--- src/rtl/mmio_pkg.sv ---
// Shared constants and types for the CPU-bus button peripheral.
package mmio_pkg;

    localparam int unsigned DATA_W          = 8;
    localparam int unsigned ADDR_W          = 8;
    localparam int unsigned MAX_BTN         = 4;
    localparam int unsigned STATUS_PEND_LSB = 4;
    localparam int unsigned PRESS_W         = 3;

    localparam logic [ADDR_W-1:0] ADDR_LED    = 8'd128;
    localparam logic [ADDR_W-1:0] ADDR_STATUS = 8'd129;
    localparam logic [ADDR_W-1:0] ADDR_COUNT  = 8'd130;

    // STATUS register layout: pending in the upper nibble, debounced levels in the lower
    typedef struct packed {
        logic [MAX_BTN-1:0] pending;
        logic [MAX_BTN-1:0] level;
    } status_t;

    // Number of buttons that registered a press on this edge
    function automatic logic [PRESS_W-1:0] popcount(input logic [MAX_BTN-1:0] v);
        logic [PRESS_W-1:0] n;
        n = '0;
        for (int unsigned i = 0; i < MAX_BTN; i++) begin
            n = n + PRESS_W'(v[i]);
        end
        return n;
    endfunction

endpackage

--- src/rtl/btn_debounce.sv ---
// Two-flop synchroniser plus hold-time debouncer for one push-button.
module btn_debounce #(
    parameter int unsigned DEBOUNCE_CYCLES = 50000
) (
    input  logic clk,
    input  logic rst_n,
    input  logic raw,
    output logic stable,
    output logic rise_c
);

    localparam int unsigned CNT_W = $clog2(DEBOUNCE_CYCLES);
    localparam logic [CNT_W-1:0] CNT_LAST = CNT_W'(DEBOUNCE_CYCLES - 1);

    logic             sync_meta;
    logic             sync_q;
    logic [CNT_W-1:0] cnt;
    logic             expire_c;

    // Level has disagreed with stable for the full hold window on this edge
    assign expire_c = (sync_q != stable) && (cnt == CNT_LAST);
    assign rise_c   = expire_c && sync_q;

    always_ff @(posedge clk or negedge rst_n) begin
        if (!rst_n) begin
            sync_meta <= 1'b0;
            sync_q    <= 1'b0;
            stable    <= 1'b0;
            cnt       <= '0;
        end else begin
            sync_meta <= raw;
            sync_q    <= sync_meta;
            if (sync_q == stable) begin
                cnt <= '0;
            end else if (expire_c) begin
                stable <= sync_q;
                cnt    <= '0;
            end else begin
                cnt <= cnt + CNT_W'(1);
            end
        end
    end

endmodule

--- src/rtl/mmio_button_ctrl.sv ---
// Memory-mapped button peripheral: debounced levels, sticky press flags,
// press counter and interrupt level, with a registered read-data port.
module mmio_button_ctrl #(
    parameter int unsigned NUM_BTN         = 2,
    parameter int unsigned DEBOUNCE_CYCLES = 50000,
    parameter logic [7:0]  ADDR_STATUS     = mmio_pkg::ADDR_STATUS,
    parameter logic [7:0]  ADDR_COUNT      = mmio_pkg::ADDR_COUNT
) (
    input  logic                        clk,
    input  logic                        rst,
    input  logic [NUM_BTN-1:0]          btn_raw,
    input  logic                        write,
    input  logic                        read,
    input  logic [mmio_pkg::ADDR_W-1:0] address,
    input  logic [mmio_pkg::DATA_W-1:0] wdata,
    output logic [mmio_pkg::DATA_W-1:0] rdata,
    output logic                        rdata_valid,
    output logic                        irq
);

    import mmio_pkg::*;

    logic [NUM_BTN-1:0] stable;
    logic [NUM_BTN-1:0] rise_c;
    logic [NUM_BTN-1:0] pending;
    logic [DATA_W-1:0]  count;

    logic               rd_status_c;
    logic               rd_count_c;
    logic               wr_status_c;
    logic               wr_count_c;
    logic [NUM_BTN-1:0] clr_c;
    logic [PRESS_W-1:0] presses_c;
    status_t            status_c;
    logic [DATA_W-1:0]  rdata_nxt_c;

    for (genvar g = 0; g < NUM_BTN; g++) begin : gen_btn
        btn_debounce #(
            .DEBOUNCE_CYCLES(DEBOUNCE_CYCLES)
        ) u_debounce (
            .clk   (clk),
            .rst_n (rst),
            .raw   (btn_raw[g]),
            .stable(stable[g]),
            .rise_c(rise_c[g])
        );
    end

    assign rd_status_c = read  && (address == ADDR_STATUS);
    assign rd_count_c  = read  && (address == ADDR_COUNT);
    assign wr_status_c = write && (address == ADDR_STATUS);
    assign wr_count_c  = write && (address == ADDR_COUNT);
    assign presses_c   = popcount(MAX_BTN'(rise_c));

    always_comb begin
        clr_c = '0;
        if (wr_status_c) begin
            clr_c = wdata[STATUS_PEND_LSB +: NUM_BTN];
        end
    end

    always_comb begin
        status_c = '0;
        status_c.level[NUM_BTN-1:0]   = stable;
        status_c.pending[NUM_BTN-1:0] = pending;
    end

    // Read mux samples pre-write register values
    always_comb begin
        rdata_nxt_c = '0;
        if (rd_status_c) begin
            rdata_nxt_c = status_c;
        end else if (rd_count_c) begin
            rdata_nxt_c = count;
        end
    end

    // New presses take priority over a same-edge clear; a COUNT write beats a press
    always_ff @(posedge clk or negedge rst) begin
        if (!rst) begin
            pending     <= '0;
            count       <= '0;
            irq         <= 1'b0;
            rdata       <= '0;
            rdata_valid <= 1'b0;
        end else begin
            pending     <= (pending & ~clr_c) | rise_c;
            count       <= wr_count_c ? wdata : count + DATA_W'(presses_c);
            irq         <= |pending;
            rdata       <= rdata_nxt_c;
            rdata_valid <= rd_status_c || rd_count_c;
        end
    end

endmodule
--- config.mk ---
export PLATFORM = sky130hd
export DESIGN_NAME = mmio_button_ctrl
export DESIGN_NICKNAME = d
export VERILOG_FILES = /design/src/rtl/mmio_pkg.sv /design/src/rtl/btn_debounce.sv /design/src/rtl/mmio_button_ctrl.sv
export SDC_FILE = /design/constraint.sdc
export NUM_CORES = 1
export LEC_CHECK = 0
export ABC_AREA = 1
export BUFFER_PORTS_ARGS = -buffer_cell sky130_fd_sc_hd__buf_2
export CAP_MARGIN = 20
export CORE_ASPECT_RATIO = 0.6
export CORE_MARGIN = 1.5
export CORE_UTILIZATION = 52
export DETAILED_ROUTE_END_ITERATION = 12
export MAX_ROUTING_LAYER = met4
export PLACE_DENSITY = 0.78
export REMOVE_ABC_BUFFERS = 1
export SKIP_LAST_GASP = 1
export SYNTH_ARGS = -nofsm -noshare
export SYNTH_HDL_FRONTEND = slang
export SYNTH_SLANG_ARGS = --single-unit
--- constraint.sdc ---
create_clock -name clk -period 2.8 [get_ports clk]
set_input_delay 0.42 -clock clk [delete_from_list [all_inputs] [get_ports clk]]
set_output_delay 0.42 -clock clk [all_outputs]
set_load 0.01 [all_outputs]
== After elaboration in Yosys (flattened, before gate mapping) ==
Cells that the tools add are included.
Operators by class
  $add $sub $neg: 4
  equal/unequal tests: 8
  multiplexer cells: 8
  bitwise operators: 5
  reductions and logical operators: 12
Operators by type and width (number)
  $mux W16: 4
  $add A16 B1 Y16 const B: 2
  $eq A16 B16 Y1 const B: 2
  $mux W8: 3
  $eq A8 B8 Y1 const B: 2
  $add A8 B2 Y8: 1
  $logic_and A1 B1 Y1: 8
  $reduce_and A2 Y1: 2
  $add A1 B1 Y2: 1
  $and A2 B2 Y2: 1
  $eq A1 B1 Y1: 2
  $mux W2: 1
  $ne A1 B1 Y1: 2
  $not A1 Y1: 2
  $not A2 Y2: 1
  $or A2 B2 Y2: 1
  $reduce_or A2 Y1: 1
  $logic_or A1 B1 Y1: 1
Word-level totals
  register bits: 58
  output and inout port bits: 10
  logic and storage cells: 50

== Logic depth before layout (Yosys ltp) ==
  depth in word-level cells: 6
  depth in mapped cells: 13

== Hierarchy ==
From an unflattened synthesis, not the netlist that was laid out.
Second synthesis, totals
  cell total of the unflattened synthesis: 397
  area total of the unflattened synthesis: 3093.0 sq um
Modules (own cells, without submodules)
  btn_debounce: times used 2, cells an instance 138, area each 1053.5 sq um
  mmio_button_ctrl: times used 1, cells an instance 121, area each 985.9 sq um

== Least setup slack after synthesis ==
OpenSTA, ideal clock, no wires.
  path type: register -> register
  start point: register gen_btn[0].u_debounce.stable
  end point: register count[6]
  setup time: 83 ps
  arrival time: 2116 ps
  required time: 2717 ps
  path slack: 602 ps
  cell stages (with the launch flop): 11
  cells stage by stage: dfrtp_1 > xnor2_2 > inv_1 > nand4_1 > nor2_1 > fa_1 > ha_1 > nand3_1 > nor2_1 > xor2_1 > o21ai_0
Between the ends
  cells in the longest elaborated chain, start to end: 6
Ends and longest elaborated chain
  start: declaration: line btn_debounce.sv:8  | output logic stable,
  start signal: assignment: line btn_debounce.sv:36  | stable <= sync_q;
  $ne A1 B1 Y1: line btn_debounce.sv:21  | assign expire_c = (sync_q != stable) && (cnt == CNT_LAST);
  $logic_and A1 B1 Y1: line btn_debounce.sv:21
  $logic_and A1 B1 Y1: line btn_debounce.sv:22  | assign rise_c = expire_c && sync_q;
  $add A1 B1 Y2: line mmio_pkg.sv:25  | n = n + PRESS_W'(v[i]);
  $add A8 B2 Y8: line mmio_button_ctrl.sv:88  | count <= wr_count_c ? wdata : count + DATA_W'(presses_c);
  $mux W8: line mmio_button_ctrl.sv:88
  end signal: assignment: line mmio_button_ctrl.sv:88
  end: declaration: line mmio_button_ctrl.sv:26  | logic [DATA_W-1:0] count;
Every way passes these cells.
A chain may end at the register's enable or synchronous reset.

== Worst setup path in the final report ==
  start point: register gen_btn[1].u_debounce.cnt[0]
  end point: register count[6]
Between the ends
  cells in the longest elaborated chain, start to end: 6
Ends and longest elaborated chain
  start: declaration: line btn_debounce.sv:17  | logic [CNT_W-1:0] cnt;
  start signal: assignment: line btn_debounce.sv:39  | cnt <= cnt + CNT_W'(1);
  $eq A16 B16 Y1: line btn_debounce.sv:21
  $logic_and A1 B1 Y1: line btn_debounce.sv:21
  $logic_and A1 B1 Y1: line btn_debounce.sv:22
  $add A1 B1 Y2: line mmio_pkg.sv:25
  $add A8 B2 Y8: line mmio_button_ctrl.sv:88
  $mux W8: line mmio_button_ctrl.sv:88
Every way passes these cells.

==> metrics <==
status=complete, no violations; initial antenna violation count=0; Max Freq=400.6 MHz; Post-Synthesis Cells=391; Final period util=0.8915; worst slack, placed=0.3782 ns; switching part of the total power=0.2176; Reg power frac=0.475; Core Area=5623 µm²; worst vdd ir=0.2732 mV; number of flops mapped to enable cells by yosys=0; Initial Util=0.5429; final WL=6563 µm; Crit Path Category=reg -> reg; GPL Wtd Cong=0.9400; Critical Path RT=3.01 ns; Seq cells post-synth=58; PortBufs=31; Initial DRC Count=166; area leader, netlist=dfrtp_1; Root Driver=clkbuf_8; wire length of the first global-routing pass=11,560 µm; relative slew slack=0.5233; LEAKAGE=1.818 nW; grt total ovfl=0; Setup WS post-layout=0.3037 ns; clock slew at reported path FFs=0.06 ns; Antenna Nets Post-Route=0; Die ar.=6355 µm²; synth top area cells=dfrtp_1, nand2_1, nor2_1; post_cts resized=0; HP Class=in -> reg; Mapped Area=3053 µm²; Yosys top cell area share=0.4754; CTS tree=done; antenna fix cells=0; P_sw=400.6 µW; Final Critical Period=2.496 ns; CTS Buf Count=9; postcts setup bufs=0; sequential share of the synthesized area=0.4754; Inst Count DP=503; Vert. Die Dim=62.35 µm; Rows=21; crit end category=register; CTS Buffer Depth=2; setup TNS=0 ns; crit-path max FO=6; Crit path arrival time=2.71 ns; Layout Nets=460; Hold Fails Final Rpt=0; share of layout cells above drive strength 1=0.1549; post-synth cell types=27; CP Launch Type=register; gr usage total=0.2416; Final Slew Violations=0; DP HPWL=4781 µm; Ys Warns=0; area delta synth->final=16.11%; Total Power=1.841 mW; DRC=0; post-DR wirelength/cell=12.65 µm; ys flop type=dfrtp_1; Die W=101.9 µm; Reg2Reg Launch Point=gen_btn[1].u_debounce.cnt[0]; Pre-antenna DRT Iters=5; H-tree levels=3; most frequent cells after synthesis=nand2_1, dfrtp_1, nor2_1, inv_1, nand3_1; Worst-Skew Late Latency=0.34 ns; Final Core Density=0.6304; Synth Area per Inst=7.808 µm²; top-count cell post-synth=nand2_1; max-cap violations=0; drt via density=5.048; Via Count=2,620; worst hold path startpoint=btn_raw[1]; cell internal pwr=1.440 mW; Final setup viols=0; share of synthesized registers carrying an async set or reset=1.000; RSZ-0062 raised after global routing=no; Logic pwr share=0.047; Cell Count, Final, Fillers Out=519; largest net degree at the start of global routing=59; P per Cell Area=519.4 nW/µm²; Top-Level Pins=32; clock skew=0.009176 ns; share of power burned in the clock network=0.478; crit path from=gen_btn[1].u_debounce.cnt[0]; vias in the first global route=2,577; CTS hold repair buffers=0; CTS sink cnt=58; Worst Tran Pin Value=0.7150 ns
final timing paths:
path / to / slack [ns] / cells past startpoint
max: count[6] / 0.30 / 11
min: gen_btn[1].u_debounce.sync_meta / 0.19 / 1
max reg2reg: count[6] / 0.30 / 11
min reg2reg: gen_btn[0].u_debounce.sync_q / 0.35 / 0
max in group asynchronous: gen_btn[1].u_debounce.cnt[6] / 2.09 / 2
min in group asynchronous: gen_btn[0].u_debounce.cnt[13] / 0.20 / 2
per-layer routing:
| layer | vias up | routed length (µm) | GRT usage |
|---|---|---|---|
| met5 | - | 0 | - |
| li1 | 1310 | - | - |
| met4 | 0 | 53 | 0.06507 |
| met3 | 8 | 449 | 0.07320 |
| met2 | 82 | 2838 | 0.3467 |
| met1 | 1220 | 3221 | 0.3353 |
sequential cells by signal, summed over array words and instances (netlist names):
signal and cells:
gen_btn.u_debounce.sync_q 2, gen_btn.u_debounce.stable 2, irq 1, rdata 8, pending 2, gen_btn.u_debounce.cnt 32
gen_btn.u_debounce.sync_meta 2, count 8, rdata_valid 1
layout make-up:
cell class,count,area [µm²]
Clock buffer,12,155.1
Multi-Input combinational cell,271,1365
Clock inverter,4,73.82
Fill cell,496,2078
Timing Repair Buffer,33,170.2
Inverter,61,229.0
Sequential cell,58,1451
Tap cell,80,100.1
critical path, stage by stage, from the launching register on:
cell and delay (ns):
dfrtp_1 0.36, ha_1 0.18, nand3_1 0.18, inv_1 0.20, nand3_1 0.11, nor3_1 0.34
fa_1 0.29, ha_1 0.23, nand3_1 0.10, nor2_1 0.13, xor2_1 0.17, o21ai_0 0.10
power groups by stage:
stage	Sequential [mW]	Clock (mW)	Combinational (mW)
after floorplan	0.886	0	0.0423
after global placement	0.890	0	0.0847
after detailed placement	0.890	0	0.0865
after CTS	0.875	0.895	0.0879
after global routing	0.877	0.932	0.100
final	0.875	0.880	0.0859
through the flow:
stage / area [µm²] / hold WS (ns)
floorplan: 3045 / 0.1244
global placement: 3316 / 0.3374
detailed placement: 3316 / 0.3387
CTS: 3545 / 0.1795
global route: 3545 / 0.1725
finish: 3545 / 0.1913
cells in the final DEF (no fill, tap or decap), drive strengths merged:
cell / count
nand2: 106
inv: 61
nor2: 60
dfrtp: 58
nand3: 39
buf: 33
nor3: 15
nand4: 13
clkbuf: 12
o21ai: 12
xor2: 9
xnor2: 6
nand3b: 3
ha: 3
o21bai: 2
bufinv: 2
clkinv: 2
or2: 1
a21oi: 1
fa: 1
cells by family after synthesis:
family | synth area share
AND/OR/NAND/NOR | 0.3566
flip-flops | 0.4754
AO/OA/AOI/OAI | 0.02623
adder cells (fa/ha/maj) | 0.01885
buffers and inverters | 0.07746
XOR/XNOR | 0.04549
No activity file was read; power rests on OpenSTA's default activity.
